<file path="config.mk">
export PLATFORM = sky130hd
export DESIGN_NAME = bcd_updown_counter
export DESIGN_NICKNAME = d
export VERILOG_FILES = /design/src/rtl/bcd_updown_counter_pkg.sv /design/src/rtl/bcd_updown_counter_button_conditioner.sv /design/src/rtl/bcd_updown_counter.sv
export SDC_FILE = /design/constraint.sdc
export NUM_CORES = 1
export LEC_CHECK = 0
export BUFFER_PORTS_ARGS = -buffer_cell sky130_fd_sc_hd__buf_4
export CELL_PAD_IN_SITES_DETAIL_PLACEMENT = 1
export CELL_PAD_IN_SITES_GLOBAL_PLACEMENT = 2
export CORE_ASPECT_RATIO = 1.25
export CORE_MARGIN = 3
export CORE_UTILIZATION = 37
export DETAILED_ROUTE_END_ITERATION = 6
export PLACE_DENSITY_LB_ADDON = 0.1
export SLEW_MARGIN = 20
export SYNTH_ARGS = -nofsm -noshare
export SYNTH_HDL_FRONTEND = slang
export SYNTH_SLANG_ARGS = --single-unit
</file>
<file path="constraint.sdc">
create_clock -name clk -period 5 [get_ports clk]
set_clock_uncertainty 0.1 [all_clocks]
set_input_delay 0.25 -clock clk [delete_from_list [all_inputs] [get_ports clk]]
set_output_delay 0.25 -clock clk [all_outputs]
set_load 0.1 [all_outputs]
</file>
<file path="src/rtl/bcd_updown_counter_pkg.sv">
// Shared definitions for the BCD up/down counter.
//   DIGIT_W       : width of one decimal digit field
//   clamp_digit   : limits a loaded digit to the highest legal digit value
//   all_max_word  : builds a word with every used digit set to the max digit
package bcd_updown_counter_pkg;

  localparam int DIGIT_W    = 4;
  localparam int MAX_DIGITS = 8;

  function automatic logic [DIGIT_W-1:0] clamp_digit(
    input logic [DIGIT_W-1:0] value,
    input logic [DIGIT_W-1:0] max_digit
  );
    return (value > max_digit) ? max_digit : value;
  endfunction

  // Result is MAX_DIGITS wide; callers truncate to their own digit count.
  function automatic logic [DIGIT_W*MAX_DIGITS-1:0] all_max_word(
    input int                 num_digits,
    input logic [DIGIT_W-1:0] max_digit
  );
    logic [DIGIT_W*MAX_DIGITS-1:0] word;
    word = '0;
    for (int i = 0; i < MAX_DIGITS; i++) begin
      if (i < num_digits) word[i*DIGIT_W +: DIGIT_W] = max_digit;
    end
    return word;
  endfunction

endpackage

</file>
<file path="src/rtl/bcd_updown_counter_button_conditioner.sv">
// Conditions one raw push-button into a single-cycle step pulse.
//   clk   : system clock
//   rst   : synchronous active-high reset
//   btn   : raw asynchronous button level, active-high
//   pulse : one-cycle pulse per accepted press
// Two-flop synchroniser, then a debounce filter that only flips the accepted
// level after DEBOUNCE_CYCLES consecutive disagreeing samples, then a
// registered rising-edge detector.
module button_conditioner #(
  parameter int DEBOUNCE_CYCLES = 100000
) (
  input  logic clk,
  input  logic rst,
  input  logic btn,
  output logic pulse
);

  localparam int CW = (DEBOUNCE_CYCLES > 1) ? $clog2(DEBOUNCE_CYCLES) : 1;

  logic          sync1_reg;
  logic          sync2_reg;
  logic [1:0]    valid_reg;
  logic          filt_reg;
  logic          filt_d_reg;
  logic [CW-1:0] cnt_reg;
  logic          armed_reg;
  logic          pulse_reg;

  always_ff @(posedge clk) begin
    if (rst) begin
      sync1_reg  <= 1'b0;
      sync2_reg  <= 1'b0;
      valid_reg  <= 2'b00;
      filt_reg   <= 1'b0;
      filt_d_reg <= 1'b0;
      cnt_reg    <= '0;
      armed_reg  <= 1'b0;
      pulse_reg  <= 1'b0;
    end else begin
      sync1_reg <= btn;
      sync2_reg <= sync1_reg;
      // Marks when sync2 holds a genuine sample rather than its reset value.
      valid_reg <= {valid_reg[0], 1'b1};

      if (sync2_reg != filt_reg) begin
        if (cnt_reg == CW'(DEBOUNCE_CYCLES - 1)) begin
          filt_reg <= ~filt_reg;
          cnt_reg  <= '0;
        end else begin
          cnt_reg <= cnt_reg + CW'(1);
        end
      end else begin
        cnt_reg <= '0;
      end

      filt_d_reg <= filt_reg;

      // A button held through reset must be seen released before it can
      // produce a step, so pulses stay blocked until a real low sample
      // arrives while the accepted level is low.
      if (valid_reg[1] && !sync2_reg && !filt_reg) armed_reg <= 1'b1;

      pulse_reg <= armed_reg && filt_reg && !filt_d_reg;
    end
  end

  assign pulse = pulse_reg;

endmodule

</file>
<file path="src/rtl/bcd_updown_counter.sv">
// Multi-digit BCD up/down counter driven by raw push-buttons.
//   clk, rst        : clock, synchronous active-high reset
//   btn_up/btn_down : raw asynchronous buttons, active-high
//   load, load_val  : synchronous parallel load (digits clamped to MAX_DIGIT)
//   count           : current value, 4 bits per digit, digit 0 in the LSBs
//   carry_out       : one-cycle pulse when an up step leaves/holds at max
//   borrow_out      : one-cycle pulse when a down step leaves/holds at min
//   at_max, at_min  : registered range flags, aligned with count
module bcd_updown_counter
  import bcd_updown_counter_pkg::*;
#(
  parameter int NUM_DIGITS      = 4,
  parameter int MAX_DIGIT       = 9,
  parameter int WRAP_EN         = 1,
  parameter int DEBOUNCE_CYCLES = 100000
) (
  input  logic                          clk,
  input  logic                          rst,
  input  logic                          btn_up,
  input  logic                          btn_down,
  input  logic                          load,
  input  logic [DIGIT_W*NUM_DIGITS-1:0] load_val,
  output logic [DIGIT_W*NUM_DIGITS-1:0] count,
  output logic                          carry_out,
  output logic                          borrow_out,
  output logic                          at_max,
  output logic                          at_min
);

  localparam int                 W       = DIGIT_W * NUM_DIGITS;
  localparam logic [DIGIT_W-1:0] MAX_D   = DIGIT_W'(MAX_DIGIT);
  localparam logic [W-1:0]       ALL_MAX = W'(all_max_word(NUM_DIGITS, MAX_D));

  logic                  step_up;
  logic                  step_down;
  logic [W-1:0]          count_reg;
  logic [W-1:0]          count_next;
  logic                  carry_reg;
  logic                  carry_next;
  logic                  borrow_reg;
  logic                  borrow_next;
  logic                  at_max_reg;
  logic                  at_min_reg;
  logic [W-1:0]          inc_val;
  logic [W-1:0]          dec_val;
  logic [W-1:0]          clamp_val;
  logic [NUM_DIGITS-1:0] digit_max;
  logic [NUM_DIGITS-1:0] digit_zero;
  logic                  all_max;
  logic                  all_min;

  button_conditioner #(.DEBOUNCE_CYCLES(DEBOUNCE_CYCLES)) u_btn_up (
    .clk   (clk),
    .rst   (rst),
    .btn   (btn_up),
    .pulse (step_up)
  );

  button_conditioner #(.DEBOUNCE_CYCLES(DEBOUNCE_CYCLES)) u_btn_down (
    .clk   (clk),
    .rst   (rst),
    .btn   (btn_down),
    .pulse (step_down)
  );

  // Per-digit arithmetic. A digit steps when every lower digit sits at its
  // end value; computing that from the lower digits directly keeps the ripple
  // a flat AND per digit instead of a self-referencing chain.
  for (genvar gi = 0; gi < NUM_DIGITS; gi++) begin : g_digit
    logic [DIGIT_W-1:0] d;
    logic               cin;
    logic               bin;

    assign d              = count_reg[gi*DIGIT_W +: DIGIT_W];
    assign digit_max[gi]  = (d == MAX_D);
    assign digit_zero[gi] = (d == '0);

    if (gi == 0) begin : g_lsd
      assign cin = 1'b1;
      assign bin = 1'b1;
    end else begin : g_upper
      assign cin = &digit_max[gi-1:0];
      assign bin = &digit_zero[gi-1:0];
    end

    assign inc_val[gi*DIGIT_W +: DIGIT_W] =
      cin ? (digit_max[gi] ? '0 : d + DIGIT_W'(1)) : d;
    assign dec_val[gi*DIGIT_W +: DIGIT_W] =
      bin ? (digit_zero[gi] ? MAX_D : d - DIGIT_W'(1)) : d;
    assign clamp_val[gi*DIGIT_W +: DIGIT_W] =
      clamp_digit(load_val[gi*DIGIT_W +: DIGIT_W], MAX_D);
  end

  assign all_max = &digit_max;
  assign all_min = &digit_zero;

  always_comb begin
    count_next  = count_reg;
    carry_next  = 1'b0;
    borrow_next = 1'b0;
    if (load) begin
      // Any step pulse in this cycle is dropped.
      count_next = clamp_val;
    end else if (step_up && !step_down) begin
      carry_next = all_max;
      if (!(all_max && WRAP_EN == 0)) count_next = inc_val;
    end else if (step_down && !step_up) begin
      borrow_next = all_min;
      if (!(all_min && WRAP_EN == 0)) count_next = dec_val;
    end
  end

  always_ff @(posedge clk) begin
    if (rst) begin
      count_reg  <= '0;
      carry_reg  <= 1'b0;
      borrow_reg <= 1'b0;
      at_max_reg <= 1'b0;
      at_min_reg <= 1'b1;
    end else begin
      count_reg  <= count_next;
      carry_reg  <= carry_next;
      borrow_reg <= borrow_next;
      at_max_reg <= (count_next == ALL_MAX);
      at_min_reg <= (count_next == '0);
    end
  end

  assign count      = count_reg;
  assign carry_out  = carry_reg;
  assign borrow_out = borrow_reg;
  assign at_max     = at_max_reg;
  assign at_min     = at_min_reg;

endmodule

</file>
==> results of run 1 <==
[area by class of cell]
| cell class | instances | area [um2] |
|---|---|---|
| timing repair buffer | 41 | 307.8 |
| sequential | 68 | 1361 |
| clock inverter | 5 | 77.57 |
| clock buffer | 10 | 229.0 |
| fill | 1140 | 5005 |
| multi-input combinational | 330 | 2069 |
| tap | 123 | 153.9 |
| inverter | 18 | 67.56 |
[metrics by stage]
step | cell area (um2) | util, %
CTS | 4267 | 46.02
floorplan | 3583 | -
global route | 4267 | 46.02
finish | 4267 | 46.02
detailed placement | 3960 | 42.71
global placement | 3960 | 42.71
[logic make-up after synthesis]
kind of cell	synth area share, %
compound gates	13.93
xor+xnor	8.799
fa+ha+maj	0.6982
buf+inv	4.260
flops	37.99
mux	1.397
simple gates	32.93
[power by group through the flow]
stage / Clock [mW] / Combinational, mW / Sequential [mW]
after floorplan: 0 / 0.0765 / 0.640
after global placement: 0 / 0.175 / 0.594
after detailed placement: 0 / 0.176 / 0.594
after CTS: 0.678 / 0.178 / 0.582
after global routing: 0.700 / 0.189 / 0.586
final: 0.657 / 0.177 / 0.583
[cells in the mapped netlist (3+ instances only)]
library cell  instances  area [um2]
dfxtp_1              68        1361
nor2_1               64       240.2
nand3_1              26       130.1
xnor2_1              21       183.9
nand2_1              20       75.07
o21ai_0              19       95.09
inv_1                18       67.56
clkbuf_1             17       63.81
nor3_1               15       75.07
xor2_1               15       131.4
nand2b_1             13       81.33
nor2b_1              13       81.33
nand4_1              11       68.82
and3_1               10       62.56
a21oi_1               7       35.03
nor4_1                7       43.79
or3_1                 7       43.79
and2_1                5       31.28
mux2i_1               5       50.05
nand3b_1              5       37.54
a211o_1               4       35.03
o211ai_1              4       30.03
or4_1                 4       30.03
a221oi_1              3       26.28
buf_1                 3       11.26
nor4b_1               3       26.28
o311ai_0              3       26.28
o31ai_1               3       22.52
[layer usage]
metal / wire (um) / vias to the layer above / share of wire (%) / track usage, %
li1: - / 1623 / - / -
met1: 4300 / 1553 / 43 / 22.97
met2: 5129 / 50 / 52 / 33.87
met3: 249 / 17 / 2.5 / 2.208
met4: 246 / 0 / 2.5 / 10.12
met5: 0 / - / 0 / 0
[worst paths after layout]
kind | startpoint | endpoint
setup / recovery | count[0] | at_min
hold / removal | btn_down | u_btn_down.sync1_reg
setup reg to reg | count[0] | at_min
hold reg to reg | u_btn_down.sync1_reg | u_btn_down.sync2_reg
==> reports/summary.md, run 1 <==
The flow ran to the end, and the final reports show no timing, DRC or antenna violations. For this run, the top clock speed supported by timing is 325.9 MHz. The routed layout has 3,243 vias. Synthesis produced a netlist with a net count of 461. The final-stage net count is 491, and the mean area per synthesized cell is 8.181 um2. TritonCTS built the clock tree.

Number of global-route vias before repair: 3,317. Counting flops with a built-in enable in the synthesized netlist gives 0. The die footprint was 0.01091 mm2. The run gives 38.65% as the starting density of the core.

After detailed placement, the design holds a cell count of 580. The count of yosys warnings during synthesis was 0; the total of endpoints with negative setup slack in the final report was 0. Predominant post-synthesis flop cell: dfxtp_1. Row generation in the floorplan step produced 39 rows.

Across the VDD grid, the largest voltage drop is 194.6 uV. The run gives 60 as the number of distinct standard cells referenced by the synthesized netlist. Clock latency on the worst-skew pair, taken at its later pin, is 330 ps. STA classifies the critical path startpoint as a flop. The first global-routing pass estimated 16,460 um of wire.

For the maximum number of buffers from clock root to sink, the log shows 2. In this run, post-CTS repair resized a total of 0 instances. The run gives 41.35% as the relative slew slack. Summed over all nets, the switching power comes to 374.7 uW. Leaving out fill and tap cells, the most frequent cell in the layout is dfxtp_1. The synthesized area is 0.003583 mm2, and the count of state elements after synthesis is 68. The aggregate global routing overflow is 0. The worst setup path is captured at a flop. For the worst flop-to-flop path, the logic depth is 7.

41 I/O pins were placed. The clock period minus worst slack is 3069 ps, and the total CTS buffers is 9. The kind of cell with the highest combined delay along the critical path is compound AO/OA/AOI/OAI gates. The logic depth of the worst path, buffers included was 7; the instance count along the most critical hold path was 2. The worst path buffer plus inverter count was 1.

The number of hold-slack violations in the final timing report was 0. In the layout the commonest cells are 68 x dfxtp_1, 64 x nor2_1, 41 x buf_4, 26 x nand3_1, 21 x xnor2_1. Global routing consumed, over all layers together, 19.28% of the routing resources. By instance count, the cell type seen most on the critical path is nand4_1. At the pin with the least slew margin, the transition time is 868.7 ps.

By startpoint and endpoint, the worst setup path is classified as flop to flop. For this run, the slowest stage of the critical path takes 670 ps. For the number of pins with negative max-slew slack in the final report, the log shows 0. Registers are responsible for 41.1% of the overall power. For the worst setup path, the data required time is 5110 ps. The top fanout value on the critical path was 17.

Final hold analysis gives a worst-case slack of 35.81 ps. The chip height was 116.0 um; the sequential cell area fraction in the yosys report was 37.99%. The total of hold buffers inserted after clock tree synthesis is 0, and the period utilization is 61.37%. The cell sitting at the root of the clock tree is a clkbuf_16. The final worst setup slack came out at 1931 ps. In this run, the combinational gates consume 12.5% of the power.

Excluding fillers, the count of instances in the completed layout stands at 595. The core region is 0.009271 mm2. The setup slack after placement was 2039 ps; the post-CTS setup repair buffer count was 0. Once detailed placement completed, the half-perimeter wirelength came to 7255 um. The detailed router finished its first iteration with 195 violations. The run gives 0 as the number of inserted diodes.

Synthesis produced 438 cells. After clock tree synthesis, the clock-pin slew on the worst setup and hold paths is 50 ps. The synthesis-to-finish area growth is 19.06%. The worst hold path belongs to the class primary input to flop. The tools report the internal power contribution as 1.041 mW. The share of synthesized flip-flops with an asynchronous set or reset was 0%; the detailed-route wire length was 9925 um. The wire length per cell after detailed routing is 16.68 um, and the fraction of power spent switching nets is 26.46%. Summed over all cells, the static leakage comes to 1.498 nW. The tools report the maximum number of pins on one net before global-route repair as 27. Setup repair after global routing left no endpoint under its margin.

The pre-antenna-repair detailed-routing pass consisted of 4 iterations. The total negative setup slack came out at 0 ps. The width of the die works out to 94.02 um. The clock network accounts for 46.4% of the total power. The tool flagged a number of max-cap violations equal to 0. Dividing the detail-routed via count by the number of cells gives 5.450. The H-tree generated during clock tree synthesis spans 3 levels.

In this run the remaining antenna-violating nets after routing total 0. The number of port buffers is 40. After detailed routing, the number of remaining DRC violations is 0. Cells with a size suffix above 1 make up 13.14% of the layout.

The design draws 1.416 mW. The run gives 0 as the initial antenna violation count. The global placer's final weighted congestion is 0.8010.

The run gives 3180 ps as the arrival time of the worst setup path. Clock tree synthesis found a total of 68 sinks. Traced cell by cell, the critical path runs through nor4bb_1, buf_4, nand4_1, o211a_1, o32ai_1, nand4_1, o41ai_1. The power density relative to cell area was 331.9 mW/mm2.

For this design, the slowest cell found on the critical path is dfxtp_1. The reg-to-reg setup timing slack came out at 1930 ps.
(Power assumes the default switching activity.)
==> inputs of run 2 (changes only) <==
--- a/config.mk
+++ b/config.mk
@@ -5,12 +5,13 @@
 export SDC_FILE = /design/constraint.sdc
 export NUM_CORES = 1
 export LEC_CHECK = 0
+export ABC_AREA = 1
 export BUFFER_PORTS_ARGS = -buffer_cell sky130_fd_sc_hd__buf_4
 export CELL_PAD_IN_SITES_DETAIL_PLACEMENT = 1
 export CELL_PAD_IN_SITES_GLOBAL_PLACEMENT = 2
 export CORE_ASPECT_RATIO = 1.25
 export CORE_MARGIN = 3
-export CORE_UTILIZATION = 37
+export CORE_UTILIZATION = 32
 export DETAILED_ROUTE_END_ITERATION = 6
 export PLACE_DENSITY_LB_ADDON = 0.1
 export SLEW_MARGIN = 20
==> constraint.sdc (replaced) <==
create_clock -name clk -period 2.9 [get_ports clk]
set_clock_uncertainty 0.1 [all_clocks]
set_input_delay 0.145 -clock clk [delete_from_list [all_inputs] [get_ports clk]]
set_output_delay 0.145 -clock clk [all_outputs]
set_load 0.1 [all_outputs]
==> reports/summary.md, run 2 <==
The flow ran to the end, and the final reports show no timing, DRC or antenna violations. The number of hold-slack violations in the final timing report is 0 (unchanged). The CTS root buffer is clkbuf_16 (unchanged). The logs give 9 (unchanged) for the total CTS buffers and 0 ps (unchanged) for the total negative setup slack. The number of instances in the synthesized netlist is 610 (was 438). The launching point of the worst reg2reg path is u_btn_down.cnt_reg[0] (was count[0]). Setup repair after global routing left no endpoint under its margin. Commonest cells after routing, fill and taps aside: 167 x nand2_1, 95 x nor2_1, 78 x inv_1, 68 x dfxtp_1, 44 x nand3_1 (was 68 x dfxtp_1, 64 x nor2_1, 41 x buf_4, 26 x nand3_1, 21 x xnor2_1). Synth top area cells: dfxtp_1 35%, nand2_1 16%, nor2_1 9.3% (was dfxtp_1 38%, nor2_1 6.7%, xnor2_1 5.1%). The period utilization is 72.55% (was 61.37%). TritonCTS built the clock tree. The tools report the startpoint type of the worst setup path as a flop (unchanged). Number of distinct standard cells referenced by the synthesized netlist: 41 (was 60).

Predominant post-synthesis flop cell: dfxtp_1 (unchanged). The number of clock sinks seen by CTS came out at 68 (unchanged). The cell seen most often among critical-path stages is nand2_1 (was nand4_1). The cell type group with the largest total delay on the critical path is simple AND/OR/NAND/NOR gates (was compound AO/OA/AOI/OAI gates). The worst path buffer plus inverter count came out at 1 (unchanged). The fraction of layout instances using a drive strength above 1 came out at 13.72% (was 13.14%).

Type of the most critical hold path: primary input to flop (unchanged). The run gives 2.003 nW (was 1.498 nW) as the standby leakage power. The required time reported for the critical path endpoint came out at 3020 ps (was 5110 ps).

Highest-delay cell along the critical path: nand2_1 (was dfxtp_1). The synthesis-to-finish area growth works out to 19.30% (was 19.06%). The worst min-delay path startpoint was load_val[1] (was btn_down).

The storage element area is 0.001361 mm2 (unchanged), and the core area is 0.01167 mm2 (was 0.009271 mm2). The clock period minus worst slack came out at 2104 ps (was 3069 ps). The largest incremental delay on the critical path works out to 460 ps (was 670 ps). The cell taking the most area after synthesis was dfxtp_1 (unchanged). The count of state elements after synthesis came out at 68 (unchanged). The area share of the largest cell type after synthesis was 35.36% (was 37.99%). The detailed-route vias per instance was 4.662 (was 5.450).

Post-synth top cells: 167 x nand2_1, 95 x nor2_1, 78 x inv_1 (was 68 x dfxtp_1, 64 x nor2_1, 26 x nand3_1). The tools report the combined area of the multi-input logic cells as 0.002110 mm2 (was 0.002069 mm2). The logs give 0 (unchanged) for the DRC violation count after routing and 90 (was 195) for the number of DRC markers in iteration 0. The wire length per cell after detailed routing was 12.84 um (was 16.68 um); the number of pins with negative max-slew slack in the final report was 0 (unchanged). The count of H-tree levels built during CTS was 3 (unchanged); the relative slew slack was 63.32% (was 41.35%). The top fanout value on the critical path is 16 (was 17), and the number of inserted diodes is 0 (unchanged).

The top-level I/O count was 41 (unchanged); the sequential cell area fraction in the yosys report was 35.36% (was 37.99%). The run gives 0.01339 mm2 (was 0.01091 mm2) as the die footprint. The number of port buffers was 40 (unchanged). The kind of capture point of the worst setup path was a flop (unchanged).

Commonest non-fill, non-tap cell in the layout: nand2_1 (was dfxtp_1). The width of the die is 104.1 um (was 94.02 um). Critical Path, Cell by Cell: ha_1, nand2_1, nor2_1, nand2_1, inv_1, nand4_1, nand2_1, o21bai_1, nor2_1 (was nor4bb_1, buf_4, nand4_1, o211a_1, o32ai_1, nand4_1, o41ai_1). The maximum number of pins on one net before global-route repair was 33 (was 27); the transition time at the pin with the least slew margin was 548.8 ps (was 868.7 ps).

The total of endpoints with negative setup slack in the final report was 0 (unchanged); the highest ir drop seen on vdd was 385.1 uV (was 194.6 uV). The chip height was 128.6 um (was 116.0 um); the number of optimization iterations in the first detailed-route pass was 4 (unchanged). The initial antenna violation count came out at 0 (unchanged).

The starting density of the core is 32.99% (was 38.65%), and the arrival time of the worst setup path is 2220 ps (was 3180 ps). The tools report the reg-to-reg setup timing slack as 800 ps (was 1930 ps). The number of synthesized flops with an enable pin works out to 0 (unchanged).

The number of nets with antenna violations after routing was 0 (unchanged). The run gives 2 (unchanged) as the maximum number of buffers from clock root to sink. The mean area per synthesized cell is 6.311 um2 (was 8.181 um2), and the number of global-route vias before repair is 3,929 (was 3,317). The net count after synthesis was 633 (was 461). The clock input transition at the sequential cells of the worst setup and hold paths was 50 ps (about the same); the total track usage was 16.76% (was 19.28%).

Leading cell type by number of instances after synthesis: nand2_1 (was dfxtp_1). The aggregate global routing overflow was 0 (unchanged). The core utilization of the finished layout was 39.35% (was 46.02%); the clock latency at the later pin of the worst-skew pair was 330 ps (about the same). Count of yosys warnings during synthesis: 0 (unchanged).

The fill cell total of the finished layout came out at 1,561 (was 1,140). The power density relative to cell area was 503.9 mW/mm2 (was 331.9 mW/mm2). The detailed-route wire length came out at 10,490 um (was 9925 um). Final-stage net count: 675 (was 491). The tools report the highest attainable clock frequency as 475.3 MHz (was 325.9 MHz). The worst setup path startpoint is u_btn_down.cnt_reg[0] (was count[0]). The wire length of the first global-routing pass is 18,350 um (was 16,460 um), and the row count is 44 (was 39). The critical path start-end classification was flop to flop (unchanged). The estimated wirelength of the detail-placed design came out at 8265 um (was 7255 um). The tools report the reported max-cap violation count as 0 (unchanged).

The logs give 0.003850 mm2 (was 0.003583 mm2) for the synthesized area and 3,809 (was 3,243) for the total vias in the final route. Share of synthesized flip-flops with an asynchronous set or reset: 0% (unchanged). For the global placer's final weighted congestion, the log shows 0.7902 (was 0.8010).
-- run 2: layer usage --
| metal | up-vias | share of wire, % | track usage (%) |
|---|---|---|---|
| met2 | 29 | 51 | 30.46 |
| li1 | 2002 | - | - |
| met5 | - | 0 | 0 |
| met4 | 0 | 1.4 | 6.103 |
| met3 | 8 | 2.5 | 2.860 |
| met1 | 1770 | 45 | 19.92 |
-- run 2: cells by family (layout without fill, tap and decap cells) --
| kind of cell | count (synthesis) | in the layout | share of synthesized area [%] |
|---|---|---|---|
| AO/OA/AOI/OAI | 54 | 54 | 7.832 |
| XOR/XNOR | 8 | 8 | 1.820 |
| adder cells (fa/ha/maj) | 2 | 2 | 0.6499 |
| buffers and inverters | 96 | 142 | 9.847 |
| flip-flops | 68 | 68 | 35.36 |
| AND/OR/NAND/NOR | 382 | 382 | 44.49 |
-- run 2: final cells by class --
cell class,instances,area share [%]
timing repair buffer,45,7.464
tap,161,4.386
inverter,82,6.701
clock inverter,2,0.2179
sequential,68,29.64
clock buffer,13,5.666
multi-input combinational,446,45.93
-- run 2: where the power goes --
part / switching [mW] / internal, mW
Sequential: 0.0330 / 0.956
Combinational: 0.241 / 0.0957
Clock: 0.371 / 0.617
-- run 2: repair_timing --
item                                    CTS  global route
buffers inserted                          0             0
hold buffers                              2             0
endpoints found under the hold margin     2             0
endpoints found under the setup margin    0             0
resized for setup                         0             0
-- run 2: stage by stage --
step                      hold WS (ps)  setup WS (ps)  cells  power, mW  cell area, um2
after floorplan                  147.8          485.9    610      1.255            3850
after CTS                        15.01          753.2    817      2.359            4593
after global placement           251.1          777.5    800      1.345            4303
after global routing             21.70          476.1    817      2.433            4593
final                            29.08          796.1    817      2.314            4593
after detailed placement         257.7          776.1    800      1.347            4303
-- run 2: path summary, 6_finish.rpt --
path | end | cells past startpoint
worst max-delay path | u_btn_down.cnt_reg[15] | 9
worst min register to register | u_btn_down.pulse | 1
worst max register to register | u_btn_down.cnt_reg[15] | 9
worst min-delay path | count[1] | 3
-- run 2: worst register-to-register path, cell delays in order, from the launching register on --
cell and delay, ps:
dfxtp_1 350, ha_1 180, nand2_1 60, nor2_1 230, nand2_1 140, inv_1 70
nand4_1 150, nand2_1 460, o21bai_1 200, nor2_1 60
